### src/rtl/serial_mac_pkg.sv
// serial_mac_pkg: shared state encoding and width helpers for the bit-serial MAC
package serial_mac_pkg;

   typedef enum logic [1:0] {IDLE, RUN, FINAL, DONE} state_t;

   // Exact signed product width of an na x nb multiply.
   function automatic int prod_w(input int na, input int nb);
      return na + nb;
   endfunction

   // Product-plus-result sum width: one guard bit over the wider operand.
   function automatic int sum_w(input int na, input int nb, input int nr);
      return ((na + nb > nr) ? na + nb : nr) + 1;
   endfunction

endpackage

### src/rtl/serial_mac_sat_trunc.sv
// sat_trunc: narrow a signed value to OW bits by clamping (SATURATE!=0) or wrapping
//   din  in   IW  signed value to narrow (IW > OW)
//   dout out  OW  clamped or low-OW-bit value
//   ovf  out  1   din does not fit in OW signed bits
module sat_trunc #(
   parameter int IW       = 17,
   parameter int OW       = 16,
   parameter int SATURATE = 1
) (
   input  logic signed [IW-1:0] din,
   output logic signed [OW-1:0] dout,
   output logic                 ovf
);

   logic [IW-OW:0] top;

   // The value fits exactly when every bit from the result sign bit upward agrees.
   assign top  = din[IW-1:OW-1];
   assign ovf  = !((&top) || !(|top));
   assign dout = (ovf && SATURATE != 0) ? (din[IW-1] ? {1'b1, {(OW-1){1'b0}}} : {1'b0, {(OW-1){1'b1}}})
                                        : din[OW-1:0];

endmodule

### src/rtl/serial_mac.sv
// serial_mac: bit-serial signed multiply-accumulate with saturating/wrapping result
//   clk, reset       clock and asynchronous active-high reset
//   a, b             signed operands, latched on an accepted start
//   start, acc_en    request and accumulate-onto-result flag (sampled with start)
//   clear            zero result/overflow while idle; forces accumulate base to 0 with start
//   busy, data_ready operation in progress / result valid until the next accepted start
//   result, overflow signed result and narrowing flag of the last operation
module serial_mac
   import serial_mac_pkg::*;
#(
   parameter int N_BITS_A      = 8,
   parameter int N_BITS_B      = 8,
   parameter int N_BITS_RESULT = 16,
   parameter int SATURATE      = 1
) (
   input  logic                            clk,
   input  logic                            reset,
   input  logic signed [N_BITS_A-1:0]      a,
   input  logic signed [N_BITS_B-1:0]      b,
   input  logic                            start,
   input  logic                            acc_en,
   input  logic                            clear,
   output logic                            busy,
   output logic                            data_ready,
   output logic signed [N_BITS_RESULT-1:0] result,
   output logic                            overflow
);

   localparam int PW = prod_w(N_BITS_A, N_BITS_B);
   localparam int SW = sum_w(N_BITS_A, N_BITS_B, N_BITS_RESULT);
   localparam int CW = $clog2(N_BITS_B) + 1;
   localparam logic [CW-1:0] LAST = CW'(N_BITS_B - 1);

   state_t                           state, state_nxt;
   logic [CW-1:0]                    cnt;
   logic signed [N_BITS_A-1:0]       a_q;
   logic [N_BITS_B-1:0]              b_q;
   logic                             use_acc, accept, last, b_bit, sat_ovf;
   logic signed [PW-1:0]             prod, a_ext, term;
   logic signed [SW-1:0]             sum, sum_q, p_ext, r_ext;
   logic signed [N_BITS_RESULT-1:0]  sat_res;

   assign busy       = (state == RUN) || (state == FINAL);
   assign data_ready = state == DONE;
   assign accept     = start && !busy;
   assign last       = cnt == LAST;
   assign b_bit      = |(b_q & (N_BITS_B'(1) << cnt));
   assign a_ext      = {{N_BITS_B{a_q[N_BITS_A-1]}}, a_q};
   assign term       = a_ext << cnt;
   assign p_ext      = {{(SW-PW){prod[PW-1]}}, prod};
   assign r_ext      = {{(SW-N_BITS_RESULT){result[N_BITS_RESULT-1]}}, result};
   assign sum        = p_ext + (use_acc ? r_ext : '0);

   always_comb begin
      state_nxt = accept                      ? RUN   :
                  (state == RUN && last)      ? FINAL :
                  (state == FINAL && cnt[0])  ? DONE  : state;
   end

   // FINAL spends two cycles: the wide sum is registered first so the adder and the
   // saturation compare never sit in one combinational path.
   always_ff @(posedge clk or posedge reset) begin
      if (reset) begin
         state    <= IDLE;
         cnt      <= '0;
         a_q      <= '0;
         b_q      <= '0;
         use_acc  <= 1'b0;
         prod     <= '0;
         sum_q    <= '0;
         result   <= '0;
         overflow <= 1'b0;
      end else begin
         state <= state_nxt;
         if (accept) begin
            a_q     <= a;
            b_q     <= b;
            use_acc <= acc_en && !clear;
            prod    <= '0;
            cnt     <= '0;
         end else if (state == RUN) begin
            cnt <= last ? '0 : cnt + 1'b1;
            // The top multiplier bit carries negative weight in two's complement.
            if (b_bit) prod <= last ? prod - term : prod + term;
         end else if (state == FINAL) begin
            cnt <= cnt + 1'b1;
            if (!cnt[0]) sum_q <= sum;
            else begin
               result   <= sat_res;
               overflow <= sat_ovf;
            end
         end else if (clear) begin
            result   <= '0;
            overflow <= 1'b0;
         end
      end
   end

   sat_trunc #(
      .IW(SW),
      .OW(N_BITS_RESULT),
      .SATURATE(SATURATE)
   ) u_sat (
      .din(sum_q),
      .dout(sat_res),
      .ovf(sat_ovf)
   );

endmodule
### config.mk
export PLATFORM = sky130hd
export DESIGN_NAME = serial_mac
export DESIGN_NICKNAME = d
export VERILOG_FILES = /design/src/rtl/serial_mac_pkg.sv /design/src/rtl/serial_mac_sat_trunc.sv /design/src/rtl/serial_mac.sv
export SDC_FILE = /design/constraint.sdc
export NUM_CORES = 1
export LEC_CHECK = 0
export ABC_AREA = 0
export CORE_MARGIN = 10
export CORE_UTILIZATION = 45
export DETAILED_ROUTE_END_ITERATION = 7
export GPL_TIMING_DRIVEN = 1
export PLACE_DENSITY_LB_ADDON = 0.2
export SETUP_SLACK_MARGIN = 0.1
export SLEW_MARGIN = 20
export SYNTH_ARGS = -nofsm -noshare
export SYNTH_HDL_FRONTEND = slang
export SYNTH_SLANG_ARGS = --single-unit
### constraint.sdc
create_clock -name clk -period 10.94 [get_ports clk]
set_clock_uncertainty 0.15 [all_clocks]
set_input_delay 2.188 -clock clk [delete_from_list [all_inputs] [get_ports clk]]
set_output_delay 2.188 -clock clk [all_outputs]
set_load 0.01 [all_outputs]
==> flow_metrics.py, run 1 <==
metrics = {
    "run_status": {
        "status": "finished, final reports clean",
    },
    "layout": {
        "area_growth_pct": 13.38,
        "antennaDiodeCount": 0,
        "layout-drive-gt1-share_pct": 5.669,
        "fin_nets": 751,
        "num-fill-cells": 1145,
    },
    "cts": {
        "clock_path_buffers": 2,
        "cts.sinks": 73,
        "clk_latency_ns": 0.35,
        "post_cts_resized": 0,
        "hold_buffers": 0,
        "cts-root-buf": "clkbuf_16",
        "htreeDepth": 3,
        "cts_made_buffers": 9,
        "cts_tree": "done",
        "clkTransAtPathRegs_ns": 0.06,
        "cts_setup_buffers": 0,
    },
    "setup_path": {
        "end_kind": "flip-flop",
        "required_ns": 11.01,
        "crit_start": "cnt[1]",
        "worst-r2r-cell-count": 15,
        "cp_max_fo": 30,
        "arrival_ns": 4.75,
        "worstSetupPathType": "flip-flop to flip-flop",
        "worstReg2RegStart": "cnt[1]",
        "crit_path_start_kind": "flip-flop",
    },
    "timing": {
        "min_period_ns": 4.673,
        "tightestPinTransition_ns": 1.038,
        "rsz0062_at_grt": "false",
        "finalSetupTns_ns": 0,
        "finalSetupViolCount": 0,
        "slew_violations": 0,
        "finalCritPeriodShare_pct": 42.72,
        "final-hold-violation-count": 0,
        "slew_headroom_pct": 30.78,
        "fmax_mhz": 214.0,
    },
    "grt": {
        "antenna_found_initial": 0,
        "grt_max_degree": 74,
        "grt_overflow": 0,
        "grt_pass1_vias": 4618,
        "grt_pass1_wl_um": 21850,
        "globalRouteTotalUtil_pct": 14.85,
    },
    "logic_synthesis": {
        "ys_ff_latch": 73,
        "avgSynthCellArea_sq_um": 8.397,
        "syn_nets": 731,
        "synth.cell_area_sq_mm": 0.005575,
        "yosys_warnings": 0,
        "ys_types": 70,
        "synthesis.instances": 664,
        "synth_edf_count": 0,
        "async_flop_share_pct": 100.0,
        "synth_ff_type": "dfrtp_1",
        "yosysSeqAreaShare_pct": 32.76,
    },
    "place": {
        "gp_congestion": 0.8863,
        "port_buffers": 39,
        "hpwl_um": 9324,
    },
    "worst_hold_path": {
        "min_path_cells": 2,
        "worst_hold_startpoint": "sum_q[10]",
        "worst_hold_path_type": "flip-flop to flip-flop",
    },
    "route": {
        "antenna_left": 0,
        "drcViolationCount": 0,
        "firstDrtPassIters": 5,
        "drt_wl_total_um": 12570,
        "drt_iter0_drc": 278,
        "wl_per_cell_um": 14.68,
        "num_vias": 4611,
        "viasPerCell": 5.387,
    },
    "die": {
        "ioPinCount": 40,
        "rows": 40,
        "die_w_um": 131.3,
        "dieArea_sq_mm": 0.01724,
        "die_h_um": 131.3,
        "coreArea_sq_mm": 0.01206,
        "initial_core_util_pct": 46.22,
    },
    "job": {
        "maxCapViolCount": 0,
    },
}
## path summary, 6_finish.rpt
path | slack, ns | end
setup / recovery | 6.27 | prod[15]
hold / removal | 0.33 | sum_q[10]
setup reg to reg | 6.27 | prod[15]
hold reg to reg | 0.33 | sum_q[10]
max in group asynchronous | 7.73 | result[9]
min in group asynchronous | 2.29 | b_q[3]
## flip-flops by register name, summed over array words and instances, names as in the netlist
name	count
cnt	4
b_q	8
a_q	8
state	2
prod	16
sum_q	17
overflow	1
use_acc	1
result	16
## cell usage after synthesis (all sizes together) (4+ instances only)
library cell / count / area [sq um]
nand2: 111 / 416.7
dfrtp: 73 / 1827
nor2: 53 / 201.5
ha: 44 / 550.5
o21ai: 42 / 210.2
a21oi: 38 / 190.2
nor2b: 25 / 156.4
clkbuf: 24 / 90.09
inv: 24 / 90.08
mux2i: 21 / 210.2
xnor2: 20 / 175.2
o31ai: 18 / 135.1
and2: 17 / 106.4
xor2: 14 / 122.6
nor3: 12 / 60.06
a211oi: 11 / 82.58
nand2b: 11 / 68.82
nand3: 11 / 60.06
buf: 10 / 62.56
a31oi: 7 / 43.79
or3: 7 / 43.79
a21o: 5 / 37.54
nor3b: 5 / 42.54
and3: 4 / 30.03
mux2: 4 / 45.04
## cell families after synthesis
| group | share of synthesized area [%] |
|---|---|
| fa+ha+maj | 10.59 |
| compound gates | 18.63 |
| xor+xnor | 5.341 |
| buf+inv | 4.421 |
| flops | 32.76 |
| mux | 4.982 |
| simple gates | 23.27 |
## per-layer routing
| metal | routed length [um] | vias to the layer above | part of all wire, % | track usage (%) |
|---|---|---|---|---|
| li1 | - | 2367 | - | - |
| met1 | 5864 | 2140 | 47 | 18.14 |
| met2 | 5977 | 86 | 48 | 24.83 |
| met3 | 488 | 18 | 3.9 | 2.896 |
| met4 | 236 | 0 | 1.9 | 6.489 |
| met5 | 0 | - | 0 | 0 |
## through the flow
step           hold slack, ns  cell area [sq um]  std cells  utilization [%]  worst slack (ns)
2_1_floorplan          0.2946               5575        664                -             6.749
3_3_place_gp           0.3124               6053        841            50.19             6.410
3_5_place_dp           0.3169               6053        841            50.19             6.308
4_1_cts                0.3309               6317        856            52.38             6.312
5_1_grt                0.3547               6321        856            52.41             5.819
6_report               0.3276               6321        856            52.41             6.267
## final cells by class
type                       instances  area [sq um]  share of cell area [%]
sequential                        73          1827                   28.90
multi-input combinational        532          3506                   55.46
inverter                          25         93.84                   1.485
clock buffer                      12         246.5                   3.899
tap                              168         210.2                   3.325
timing repair buffer              43         420.4                   6.651
clock inverter                     3         17.52                  0.2771
## cell usage in the layout, fill, tap and decap left out, types with 12 or more instances in the layout
cell and count:
nand2_1 111, dfrtp_1 73, nor2_1 52, ha_1 44
o21ai_0 40, clkdlybuf4s50_1 39, a21oi_1 38, nor2b_1 25
inv_1 22, mux2i_1 21, xnor2_1 20, o31ai_1 18
and2_1 17, xor2_1 14, nor3_1 12
## worst max-delay path, stage by stage (launching register included)
cell and delay (ns):
dfrtp_1 0.97, mux2i_1 0.36, a2bb2oi_1 0.27, or3_1 0.20, o2111ai_1 0.19, nor4_1 0.42, a31oi_1 0.18, xnor2_1 0.17
ha_1 0.38, nand3_1 0.11, a211oi_1 0.26, nor2_1 0.09, a211o_1 0.28, and3_4 0.19, o311ai_2 0.23, o41ai_2 0.11
Power of run 1 is not shown: default switching activity piles up to over one toggle a cycle in this logic, so the estimate is an artifact.
==> run 2: changes to the inputs <==
==> constraint.sdc (replaced) <==
create_clock -name clk -period 4.08 [get_ports clk]
set_clock_uncertainty 0.15 [all_clocks]
set_input_delay 0.816 -clock clk [delete_from_list [all_inputs] [get_ports clk]]
set_output_delay 0.816 -clock clk [all_outputs]
set_load 0.01 [all_outputs]
==> flow_metrics.py, run 2 (synthesis results as in run 1) <==
metrics = {
    "run_status": {
        "status": "finished, final reports clean",
    },
    "layout": {
        "multi_input_area_sq_mm": 0.003789,
        "layout_commonest_cell": "nand2_1",
        "layout-drive-gt1-share_pct": 16.32,
        "mostFrequentLayoutCells": "nand2_1, dfrtp_1, nor2_1",
        "reg_top3": "sum_q x17, prod x16, result x16",
        "antennaDiodeCount": 0,
        "num-fill-cells": 1063,
        "area_growth_pct": 25.16,
        "fin_nets": 791,
        "fin_cells": 897,
        "top_register": "sum_q",
        "regArea_sq_mm": 0.001831,
        "largest_reg_flops": 17,
    },
    "timing": {
        "rsz0062_at_grt": "true",
        "min_period_ns": 3.983,
        "finalSetupTns_ns": 0,
        "fmax_mhz": 251.0,
        "final-hold-violation-count": 0,
        "hold_ws_ns": 0.3280,
        "tightestPinTransition_ns": 0.6694,
        "slew_headroom_pct": 55.31,
        "finalCritPeriodShare_pct": 97.63,
        "slew_violations": 0,
        "finalSetupViolCount": 0,
    },
    "setup_path": {
        "worstReg2RegStart": "cnt[0]",
        "timing.rr.end": "prod[15]",
        "required_ns": 4.16,
        "crit_path_start_kind": "flip-flop",
        "cp_max_fo": 8,
        "arrival_ns": 4.06,
        "crit_start": "cnt[0]",
        "worst-r2r-cell-count": 17,
        "rrSetupSlack_ns": 0.1,
        "worstSetupPathType": "flip-flop to flip-flop",
        "end_kind": "flip-flop",
    },
    "grt": {
        "grt_pass1_vias": 4784,
        "grt_pass1_wl_um": 22870,
        "globalRouteTotalUtil_pct": 15.54,
        "grt_max_degree": 45,
        "antenna_found_initial": 0,
        "grt_overflow": 0,
    },
    "job": {
        "maxCapViolCount": 0,
    },
    "cts": {
        "cts_tree": "done",
        "hold_buffers": 0,
        "htreeDepth": 3,
        "cts.sinks": 73,
        "clk_latency_ns": 0.35,
        "cts-root-buf": "clkbuf_16",
        "cts_made_buffers": 9,
        "clock_path_buffers": 2,
        "clkTransAtPathRegs_ns": 0.06,
    },
    "route": {
        "wl_per_cell_um": 15.53,
        "drt_wl_total_um": 13930,
        "num_vias": 4854,
        "viasPerCell": 5.411,
        "firstDrtPassIters": 4,
        "drt_iter0_drc": 275,
        "drcViolationCount": 0,
        "antenna_left": 0,
    },
    "die": {
        "coreArea_sq_mm": 0.01206,
        "die_h_um": 131.3,
        "rows": 40,
        "ioPinCount": 40,
        "initial_core_util_pct": 46.22,
        "die_w_um": 131.3,
        "dieArea_sq_mm": 0.01724,
    },
    "worst_hold_path": {
        "worst_hold_startpoint": "overflow",
        "min_to": "overflow",
        "min_path_cells": 2,
        "worst_hold_path_type": "flip-flop to flip-flop",
    },
    "place": {
        "hpwl_um": 9870,
        "gp_congestion": 0.9182,
        "port_buffers": 39,
        "dp_cells": 864,
    },
}
[run 2: changes by cell type in the layout (fill, tap and decap cells not counted), sizes merged]
cell | before | now
buf | 4 | 43
clkinv | 3 | 6
bufinv | 0 | 1
clkbuf | 12 | 11
clkinvlp | 1 | 0
[run 2: final cells by class]
cell class / count / area share [%]
multi-input cells: 532 / 54.29
flip-flops and latches: 73 / 26.23
repair buffers: 83 / 10.99
clock buffers: 10 / 3.281
well taps: 168 / 3.012
inverters: 25 / 1.345
clock inverters: 6 / 0.8427
[run 2: critical path, cell delays in order (launching register included)]
cell and delay (ns):
dfrtp_2 0.48, buf_4 0.16, nor2b_1 0.23, a2bb2oi_2 0.12, or3_4 0.36, o2111ai_4 0.15, nand2_2 0.08, xor2_1 0.15
ha_1 0.37, a21o_1 0.15, a21oi_1 0.08, nor3b_2 0.17, a211oi_2 0.27, nor2_1 0.08, a211o_1 0.28, and3_4 0.20
o311ai_4 0.27, o41ai_2 0.11
[run 2: repair_timing]
item / 4_1_cts / 5_1_grt
buffers inserted: 2 / 14
gates cloned: 0 / 1
resized for setup: 6 / 49
endpoints found under the setup margin: 1 / 5
pin swaps: 5 / 14
[run 2: metrics by stage]
step	utilization [%]	cell area [sq um]	worst slack, ns
6_report	57.85	6978	0.09657
5_1_grt	57.85	6978	-0.1348
4_1_cts	54.50	6574	0.1091
3_5_place_dp	51.83	6251	-0.02037
3_3_place_gp	51.83	6251	0.04782
2_1_floorplan	-	5575	0.1715
[run 2: how the worst max path moves through the flow]
stage,to,cells past startpoint
after floorplan,prod[15],18
after global placement,prod[15],16
after detailed placement,prod[15],17
after CTS,prod[15],19
after global routing,prod[14],17
final,prod[15],17
[run 2: metal layers]
metal | part of all wire (%) | up-vias | global-route usage (%) | wire (um)
li1 | - | 2447 | - | -
met1 | 46 | 2289 | 19.05 | 6382
met2 | 48 | 96 | 25.70 | 6693
met3 | 4.0 | 22 | 3.277 | 563
met4 | 2.1 | 0 | 6.860 | 287
met5 | 0 | - | 0 | 0
Power of run 2 is left out for the same reason.
